<file path="config.mk">
export PLATFORM = sky130hd
export DESIGN_NAME = rtc_bus_sequencer
export DESIGN_NICKNAME = d
export VERILOG_FILES = /design/src/rtl/rtc_bus_sequencer.sv
export SDC_FILE = /design/constraint.sdc
export NUM_CORES = 1
export LEC_CHECK = 0
export CAP_MARGIN = 20
export CELL_PAD_IN_SITES_DETAIL_PLACEMENT = 1
export CELL_PAD_IN_SITES_GLOBAL_PLACEMENT = 1
export CORE_AREA = 3 3 89 91
export DETAILED_ROUTE_END_ITERATION = 6
export DIE_AREA = 0 0 92 94
export PLACE_DENSITY = 0.94
export REMOVE_ABC_BUFFERS = 1
export SYNTH_ARGS = -nofsm -noshare
export SYNTH_HDL_FRONTEND = slang
export SYNTH_SLANG_ARGS = --single-unit
</file>
<file path="constraint.sdc">
create_clock -name clk -period 3.4 [get_ports clk]
set_input_delay 0.51 -clock clk [delete_from_list [all_inputs] [get_ports clk]]
set_output_delay 0.51 -clock clk [all_outputs]
set_load 0.02 [all_outputs]
</file>
<file path="src/rtl/rtc_bus_sequencer.sv">
// rtc_bus_sequencer
//   Arbitrated, handshaked sequencer for the RTC multiplexed address/data bus.
//   One requester at a time is granted. Its address is put on the bus, and then
//   either its write data or a read, with configurable setup, strobe and hold
//   phases, followed by an idle gap.
//
// Ports
//   clk, Reset            clock and synchronous active-high reset
//   req/req_rd            per-requester request (held until done) and direction (1 = read)
//   req_addr/req_wdata    packed per-requester address / write data, slot i = [i*DW +: DW]
//   grant                 one-hot owner of the running transaction
//   done                  one-cycle completion pulse
//   rdata/rdata_valid     read data (held until the next read) and its one-cycle valid
//   busy                  sequencer is not idle
//   cs_n/rd_n/wr_n/ad_n   RTC strobes, active low (ad_n low = address phase)
//   bus_dout/bus_oe       bus drive value and tristate enable
//   bus_din               bus input, sampled during the read strobe
//
// Timing: grant is registered on the arbitration edge. Every pin/status output
// is registered from the current state, so the pins lag the state by one cycle.
// Grant appears in cycle 0, the address phase is on the pins from cycle 1, and
// done appears at cycle 1 + 2*(T_SU+T_PW+T_HD).
module rtc_bus_sequencer #(
    parameter int NREQ   = 4,
    parameter int DW     = 8,
    parameter int T_SU   = 1,
    parameter int T_PW   = 2,
    parameter int T_HD   = 1,
    parameter int T_GAP  = 2,
    parameter int ARB_RR = 0
) (
    input  logic                 clk,
    input  logic                 Reset,
    input  logic [NREQ-1:0]      req,
    input  logic [NREQ-1:0]      req_rd,
    input  logic [NREQ*DW-1:0]   req_addr,
    input  logic [NREQ*DW-1:0]   req_wdata,
    output logic [NREQ-1:0]      grant,
    output logic                 done,
    output logic [DW-1:0]        rdata,
    output logic                 rdata_valid,
    output logic                 busy,
    output logic                 cs_n,
    output logic                 rd_n,
    output logic                 wr_n,
    output logic                 ad_n,
    output logic [DW-1:0]        bus_dout,
    output logic                 bus_oe,
    input  logic [DW-1:0]        bus_din
);

    localparam int T_MAX_A = (T_SU > T_PW) ? T_SU : T_PW;
    localparam int T_MAX_B = (T_HD > T_GAP) ? T_HD : T_GAP;
    localparam int T_MAX   = (T_MAX_A > T_MAX_B) ? T_MAX_A : T_MAX_B;
    localparam int CW      = $clog2(T_MAX + 1);
    localparam int PTRW    = (NREQ > 1) ? $clog2(NREQ) : 1;

    localparam logic [CW-1:0] CNT_SU  = CW'(T_SU - 1);
    localparam logic [CW-1:0] CNT_PW  = CW'(T_PW - 1);
    localparam logic [CW-1:0] CNT_HD  = CW'(T_HD - 1);
    localparam logic [CW-1:0] CNT_GAP = CW'(T_GAP - 1);

    typedef enum logic [2:0] {IDLE, A_SU, A_PW, A_HD, D_SU, D_PW, D_HD, GAP} state_t;

    state_t              state_reg, state_next;
    logic [CW-1:0]       cnt_reg, cnt_next;
    logic [PTRW-1:0]     ptr_reg, ptr_next;
    logic [DW-1:0]       addr_lat_reg, addr_lat_next;
    logic [DW-1:0]       wdata_lat_reg, wdata_lat_next;
    logic                rd_lat_reg, rd_lat_next;
    logic                cap_en_reg, cap_en_next;
    logic [DW-1:0]       cap_reg, cap_next;
    logic [NREQ-1:0]     grant_reg, grant_next;
    logic                done_reg, done_next;
    logic [DW-1:0]       rdata_reg, rdata_next;
    logic                rdata_valid_reg, rdata_valid_next;
    logic                busy_reg, busy_next;
    logic                cs_n_reg, cs_n_next;
    logic                rd_n_reg, rd_n_next;
    logic                wr_n_reg, wr_n_next;
    logic                ad_n_reg, ad_n_next;
    logic [DW-1:0]       bus_dout_reg, bus_dout_next;
    logic                bus_oe_reg, bus_oe_next;

    logic                win_found;
    logic [PTRW-1:0]     win_idx;
    logic                cnt_zero;
    logic                in_addr, in_data;
    int                  idx;

    logic [DW-1:0] addr_arr  [NREQ];
    logic [DW-1:0] wdata_arr [NREQ];

    for (genvar gi = 0; gi < NREQ; gi++) begin : g_unpack
        assign addr_arr[gi]  = req_addr[gi*DW +: DW];
        assign wdata_arr[gi] = req_wdata[gi*DW +: DW];
    end

    // Scan from the highest offset down, so the last hit is the lowest offset.
    // In fixed mode the offset is the index itself; in round-robin mode it is
    // measured from the pointer and wraps at NREQ.
    always_comb begin
        win_found = 1'b0;
        win_idx   = '0;
        idx       = 0;
        for (int i = NREQ - 1; i >= 0; i--) begin
            idx = (ARB_RR != 0) ? (int'(ptr_reg) + i) : i;
            if (idx >= NREQ) begin
                idx = idx - NREQ;
            end
            if (req[PTRW'(idx)]) begin
                win_found = 1'b1;
                win_idx   = PTRW'(idx);
            end
        end
    end

    assign cnt_zero = (cnt_reg == '0);
    assign in_addr  = (state_reg == A_SU) || (state_reg == A_PW) || (state_reg == A_HD);
    assign in_data  = (state_reg == D_SU) || (state_reg == D_PW) || (state_reg == D_HD);

    always_comb begin
        state_next     = state_reg;
        cnt_next       = cnt_zero ? cnt_reg : cnt_reg - CW'(1);
        ptr_next       = ptr_reg;
        addr_lat_next  = addr_lat_reg;
        wdata_lat_next = wdata_lat_reg;
        rd_lat_next    = rd_lat_reg;
        grant_next     = grant_reg;

        case (state_reg)
            IDLE: begin
                cnt_next = '0;
                if (win_found) begin
                    state_next     = A_SU;
                    cnt_next       = CNT_SU;
                    addr_lat_next  = addr_arr[win_idx];
                    wdata_lat_next = wdata_arr[win_idx];
                    rd_lat_next    = req_rd[win_idx];
                    grant_next     = NREQ'(1) << win_idx;
                    if (ARB_RR != 0) begin
                        ptr_next = (win_idx == PTRW'(NREQ - 1)) ? '0 : win_idx + PTRW'(1);
                    end
                end
            end
            A_SU: if (cnt_zero) begin state_next = A_PW; cnt_next = CNT_PW; end
            A_PW: if (cnt_zero) begin state_next = A_HD; cnt_next = CNT_HD; end
            A_HD: if (cnt_zero) begin state_next = D_SU; cnt_next = CNT_SU; end
            D_SU: if (cnt_zero) begin state_next = D_PW; cnt_next = CNT_PW; end
            D_PW: if (cnt_zero) begin state_next = D_HD; cnt_next = CNT_HD; end
            D_HD: if (cnt_zero) begin state_next = GAP;  cnt_next = CNT_GAP; end
            GAP: begin
                if (cnt_zero) begin
                    state_next = IDLE;
                    grant_next = '0;
                end
            end
            default: begin
                state_next = IDLE;
                cnt_next   = '0;
            end
        endcase
    end

    // Pin and status values for the next cycle, derived from the current state.
    always_comb begin
        cs_n_next        = ~(in_addr | in_data);
        ad_n_next        = ~in_addr;
        wr_n_next        = ~((state_reg == A_PW) || ((state_reg == D_PW) && !rd_lat_reg));
        rd_n_next        = ~((state_reg == D_PW) && rd_lat_reg);
        bus_oe_next      = in_addr | (in_data & ~rd_lat_reg);
        bus_dout_next    = '0;
        if (in_addr) begin
            bus_dout_next = addr_lat_reg;
        end else if (in_data && !rd_lat_reg) begin
            bus_dout_next = wdata_lat_reg;
        end
        busy_next        = (state_reg != IDLE);
        done_next        = (state_reg == GAP) && (cnt_reg == CNT_GAP);
        rdata_valid_next = done_next && rd_lat_reg;
        rdata_next       = rdata_valid_next ? cap_reg : rdata_reg;
        // The capture strobe trails the last D_PW state by one cycle, so
        // bus_din is sampled in the last cycle rd_n is low on the pins.
        cap_en_next      = (state_reg == D_PW) && cnt_zero && rd_lat_reg;
        cap_next         = cap_en_reg ? bus_din : cap_reg;
    end

    always_ff @(posedge clk) begin
        if (Reset) begin
            state_reg       <= IDLE;
            cnt_reg         <= '0;
            ptr_reg         <= '0;
            addr_lat_reg    <= '0;
            wdata_lat_reg   <= '0;
            rd_lat_reg      <= 1'b0;
            cap_en_reg      <= 1'b0;
            cap_reg         <= '0;
            grant_reg       <= '0;
            done_reg        <= 1'b0;
            rdata_reg       <= '0;
            rdata_valid_reg <= 1'b0;
            busy_reg        <= 1'b0;
            cs_n_reg        <= 1'b1;
            rd_n_reg        <= 1'b1;
            wr_n_reg        <= 1'b1;
            ad_n_reg        <= 1'b1;
            bus_dout_reg    <= '0;
            bus_oe_reg      <= 1'b0;
        end else begin
            state_reg       <= state_next;
            cnt_reg         <= cnt_next;
            ptr_reg         <= ptr_next;
            addr_lat_reg    <= addr_lat_next;
            wdata_lat_reg   <= wdata_lat_next;
            rd_lat_reg      <= rd_lat_next;
            cap_en_reg      <= cap_en_next;
            cap_reg         <= cap_next;
            grant_reg       <= grant_next;
            done_reg        <= done_next;
            rdata_reg       <= rdata_next;
            rdata_valid_reg <= rdata_valid_next;
            busy_reg        <= busy_next;
            cs_n_reg        <= cs_n_next;
            rd_n_reg        <= rd_n_next;
            wr_n_reg        <= wr_n_next;
            ad_n_reg        <= ad_n_next;
            bus_dout_reg    <= bus_dout_next;
            bus_oe_reg      <= bus_oe_next;
        end
    end

    assign grant       = grant_reg;
    assign done        = done_reg;
    assign rdata       = rdata_reg;
    assign rdata_valid = rdata_valid_reg;
    assign busy        = busy_reg;
    assign cs_n        = cs_n_reg;
    assign rd_n        = rd_n_reg;
    assign wr_n        = wr_n_reg;
    assign ad_n        = ad_n_reg;
    assign bus_dout    = bus_dout_reg;
    assign bus_oe      = bus_oe_reg;

endmodule

</file>
* Yosys cells after proc, flatten, opt, wreduce, memory -nomap -nowiden
Cells that the tools add are included.
** Word-level totals
- Register bits :: 59
- Bits of input ports :: 82
** Cells by class
- $add $sub $neg :: 1
- Order comparisons :: 2
- Eq/ne operators :: 16
- Shift operators :: 1
- Mux-type cells :: 30
- Bitwise logic cells :: 9
- Reductions and logical operators :: 22
** Operators by type and width (number)
- $mux W8 :: 6
- $bmux W8 S2 :: 2
- $mux W3 :: 8
- $pmux W3 S8 :: 1
- $ne A2 B2 Y1 const B :: 8
- $eq A3 B3 Y1 const B :: 4
- $mux W2 :: 5
- $mux W4 :: 2
- $pmux W4 S2 :: 1
- $reduce_and A8 Y1 :: 1
- $logic_and A1 B1 Y1 :: 7
- $eq A3 B2 Y1 const B :: 2
- $pmux W2 S3 :: 1
- $reduce_or A3 Y1 :: 2
- $logic_or A1 B1 Y1 :: 5
- $not A1 Y1 :: 5
- $shl A1 B2 Y4 const A :: 1
- $eq A3 B1 Y1 const B :: 1
- $ge A3 B3 Y1 const B :: 1
- $logic_not A3 Y1 :: 1
- $lt A2 B3 Y1 const B :: 1
- $mux W1 :: 3
- $not A2 Y3 :: 1
- $reduce_and A3 Y1 :: 1
- other kinds (10) :: 11

* Logic depth before layout (Yosys ltp)
- Word-level depth :: 6
- Gate-level depth with buffers :: 5

* Worst setup path after synthesis
Ideal clock, no wire load.
- Path type :: in2reg
- Start :: in Reset
- End :: reg addr_lat_reg[0]
- Setup time :: 137 ps
- Data arrival time :: 1329 ps
- Data required time :: 3263 ps
- Slack :: 1934 ps
- Cell stages on the path :: 4
- Path buffers :: 3
- Path through :: clkbuf_1 -> clkbuf_1 -> clkbuf_1 -> a211oi_1
** RTL lines
- from (decl) :: RTL line 33 : input logic Reset,
- to (signal assigned) :: RTL line 213 : addr_lat_reg <= addr_lat_next;
- to (decl) :: RTL line 68 : logic [DW-1:0] addr_lat_reg, addr_lat_next;
No word-level cell between the ends.

* Worst setup path after layout
- Start :: reg rdata_reg[0] (netlist: rdata[0])
- End :: out rdata[0]
** RTL lines
- from (decl) :: RTL line 75 : logic [DW-1:0] rdata_reg, rdata_next;
- from (signal assigned) :: RTL line 220 : rdata_reg <= rdata_next;
- to (decl) :: RTL line 40 : output logic [DW-1:0] rdata,
No word-level cell between the ends.

==> reports/metrics.cfg <==
[placement]
dp_hpwl_um=3890
gp_congestion=0.744
port_buffers=70
placed_cells=370
pre_cts_ws_ps=1120

[grt]
grt_pass1_wl_um=8540
grt_max_degree=54
grt_pass1_vias=1866
grt.total_usage_pct=12.8
overflow=0
grt_antenna_before_repair=0

[min_path]
min_path_type=flop to flop
hold_depth=1

[yosys]
synth-seq-area-share_pct=50.2
syn_inst=216
ys_seq_elements=57
synth_cell_types=33
synth_area_mm2=0.00227
avgSynthCellArea_um2=10.5
ys_warn_count=0

[timing]
skew_ps=6.46
slew_headroom_pct=41.9
rsz0062_at_grt=no
slew_violations=0
hold_viol=0
fmax_ghz=0.556
fin_setup_tns_ps=0
fin_ws_ps=1600
post-route-min-period_ps=1800
setup_viol=0
worstMarginPinSlew_ps=871
fin_hold_ws_ps=462
post-route-period-util_pct=52.9

[power]
vdd_drop_max_v=0.000206
p_per_area_mw_per_mm2=599
p_leak_nw=1.18

[outcome]
status=finished, final reports clean

[drt]
drt-total-wl_um=5300
vias=1786
postRouteAntennaNets=0
vias_per_cell=4.63
dr.pass1.iters=4
wl_per_cell_um=13.7
drtIter0Drc=25
drc=0

[worst_setup_path]
ff2ff_path_depth=4
crit_path_top_delay_cell=clkdlybuf4s50_1
worst-path-stages=1
cp.arrival_ps=1290
criticalPathCategory=flop to output pin
path_buf_inv=1
worst_setup_path_end_kind=output pin
worst_setup_path_start_kind=flop
worst-endpoint-required_ps=2890
crit_path_max_fanout=2
critical-path-top-delay-family=buffers and inverters
critPathMaxStageDelay_ps=620
cp_cell_sequence=clkdlybuf4s50_1

[floorplanning]
dieArea_mm2=0.00865
row_count=31
ios=110
initial_core_util_pct=31.5
die_h_um=94
fp.dieW_um=92
core-area_mm2=0.00721

[finish]
num-fill-cells=840
fin_nets=365
layout.cells.non_filler=386
drive_gt1_share_pct=8.71
area_growth_pct=40.3
diodes=0

[clock_tree]
cts_buffer_depth=2
postCtsHoldBufs=0
clkSinkCount=57
h-tree-depth=3
cts_setup_buffers=0
tritoncts=done
clock_latency_ps=320
clk_pin_slew_ps=60
postCtsResizedCells=0
cts_made_buffers=9
root_buffer=clkbuf_8

[flow_run]
cap_violations=0

-- area by class of cell --
type	instances	area, um2	share of cell area [%]
multi-input combinational	139	1020	31.9
timing repair buffer	72	731	22.9
clock inverter	4	20.0	0.627
clock buffer	11	141	4.43
sequential	57	1140	35.8
tap	99	124	3.88
inverter	4	15.0	0.470
-- per-stage QoR --
step / power (mW) / util, % / instance area, um2
after floorplan: 1.18 / - / 2180
after global placement: 1.38 / 41.6 / 3000
after detailed placement: 1.41 / 41.6 / 3000
after CTS: 1.94 / 43.9 / 3160
after global routing: 2.03 / 44.2 / 3190
final: 1.91 / 44.2 / 3190
-- cell families after synthesis --
group	synth area share (%)
and+or+nand+nor	18.0
DFF	50.2
muxes	14.5
AOI/OAI and AO/OA	11.2
buffers and inverters	5.17
xor gates and xnor gates	0.770
other	0.165
-- routing by layer --
layer	routed length, um	GRT usage, %	share of wire (%)	up-vias
met5	0	0	0	-
met4	61	6.68	1.2	0
met3	360	4.25	6.8	8
met1	2250	13.4	42	825
met2	2630	22.6	50	65
li1	-	-	-	888
-- cells in the final DEF (no fill, tap or decap), types with 2 or more instances in the layout --
master,netlist,routed
clkbuf_8,0,10
nand2b_1,17,17
conb_1,1,2
a211oi_1,18,18
nor4b_1,2,2
nor3_4,2,2
nor3_2,2,2
mux2i_1,33,33
xnor2_1,2,2
nand2_1,4,4
inv_1,4,4
nor3_1,2,2
a32o_1,2,2
dfxtp_1,57,57
nand3_1,2,2
nor2_1,30,30
clkdlybuf4s50_1,0,69
a22o_1,8,8
clkinv_2,0,4
-- synthesized netlist by cell type --
| master | number | share of area, % |
|---|---|---|
| a22o_1 | 8 | 3.1 |
| nor4_1 | 1 | 0.28 |
| inv_1 | 4 | 0.66 |
| mux2i_1 | 33 | 15 |
| xnor2_1 | 2 | 0.77 |
| buf_4 | 6 | 2.0 |
| nor3b_1 | 1 | 0.33 |
| buf_6 | 2 | 0.99 |
| nor3b_2 | 1 | 0.55 |
| or3b_1 | 1 | 0.39 |
| nor3_2 | 2 | 0.88 |
| a32o_1 | 2 | 0.88 |
| nand3_1 | 2 | 0.44 |
| nor2_1 | 30 | 5.0 |
| and4bb_2 | 1 | 0.55 |
| or4b_4 | 1 | 0.60 |
| o31a_1 | 1 | 0.39 |
| and2_1 | 1 | 0.28 |
| a211oi_1 | 18 | 5.9 |
| nor4b_1 | 2 | 0.77 |
| nand2b_1 | 17 | 4.7 |
| clkbuf_1 | 8 | 1.3 |
| nand2_4 | 1 | 0.50 |
| dfxtp_1 | 57 | 50 |
| a211o_1 | 1 | 0.39 |
| or2_1 | 1 | 0.28 |
| nand2_1 | 4 | 0.66 |
| a21oi_1 | 1 | 0.22 |
| o21a_1 | 1 | 0.33 |
| conb_1 | 1 | 0.16 |
| nor3_1 | 2 | 0.44 |
| buf_2 | 1 | 0.22 |
| nor3_4 | 2 | 1.4 |
-- where the power goes --
part           internal, mW  switching (mW)
Clock                 0.275           0.247
Combinational         0.243           0.257
Sequential            0.789          0.0994
Total                  1.31           0.604
-- worst paths after layout --
kind                         start          end  slack [ps]
setup reg to reg      state_reg[2]     grant[1]        1690
setup / recovery          rdata[0]     rdata[0]        1600
hold / removal    wdata_lat_reg[5]  bus_dout[5]         460
hold reg to reg   wdata_lat_reg[5]  bus_dout[5]         460
Power figures use the tool's default switching activity.
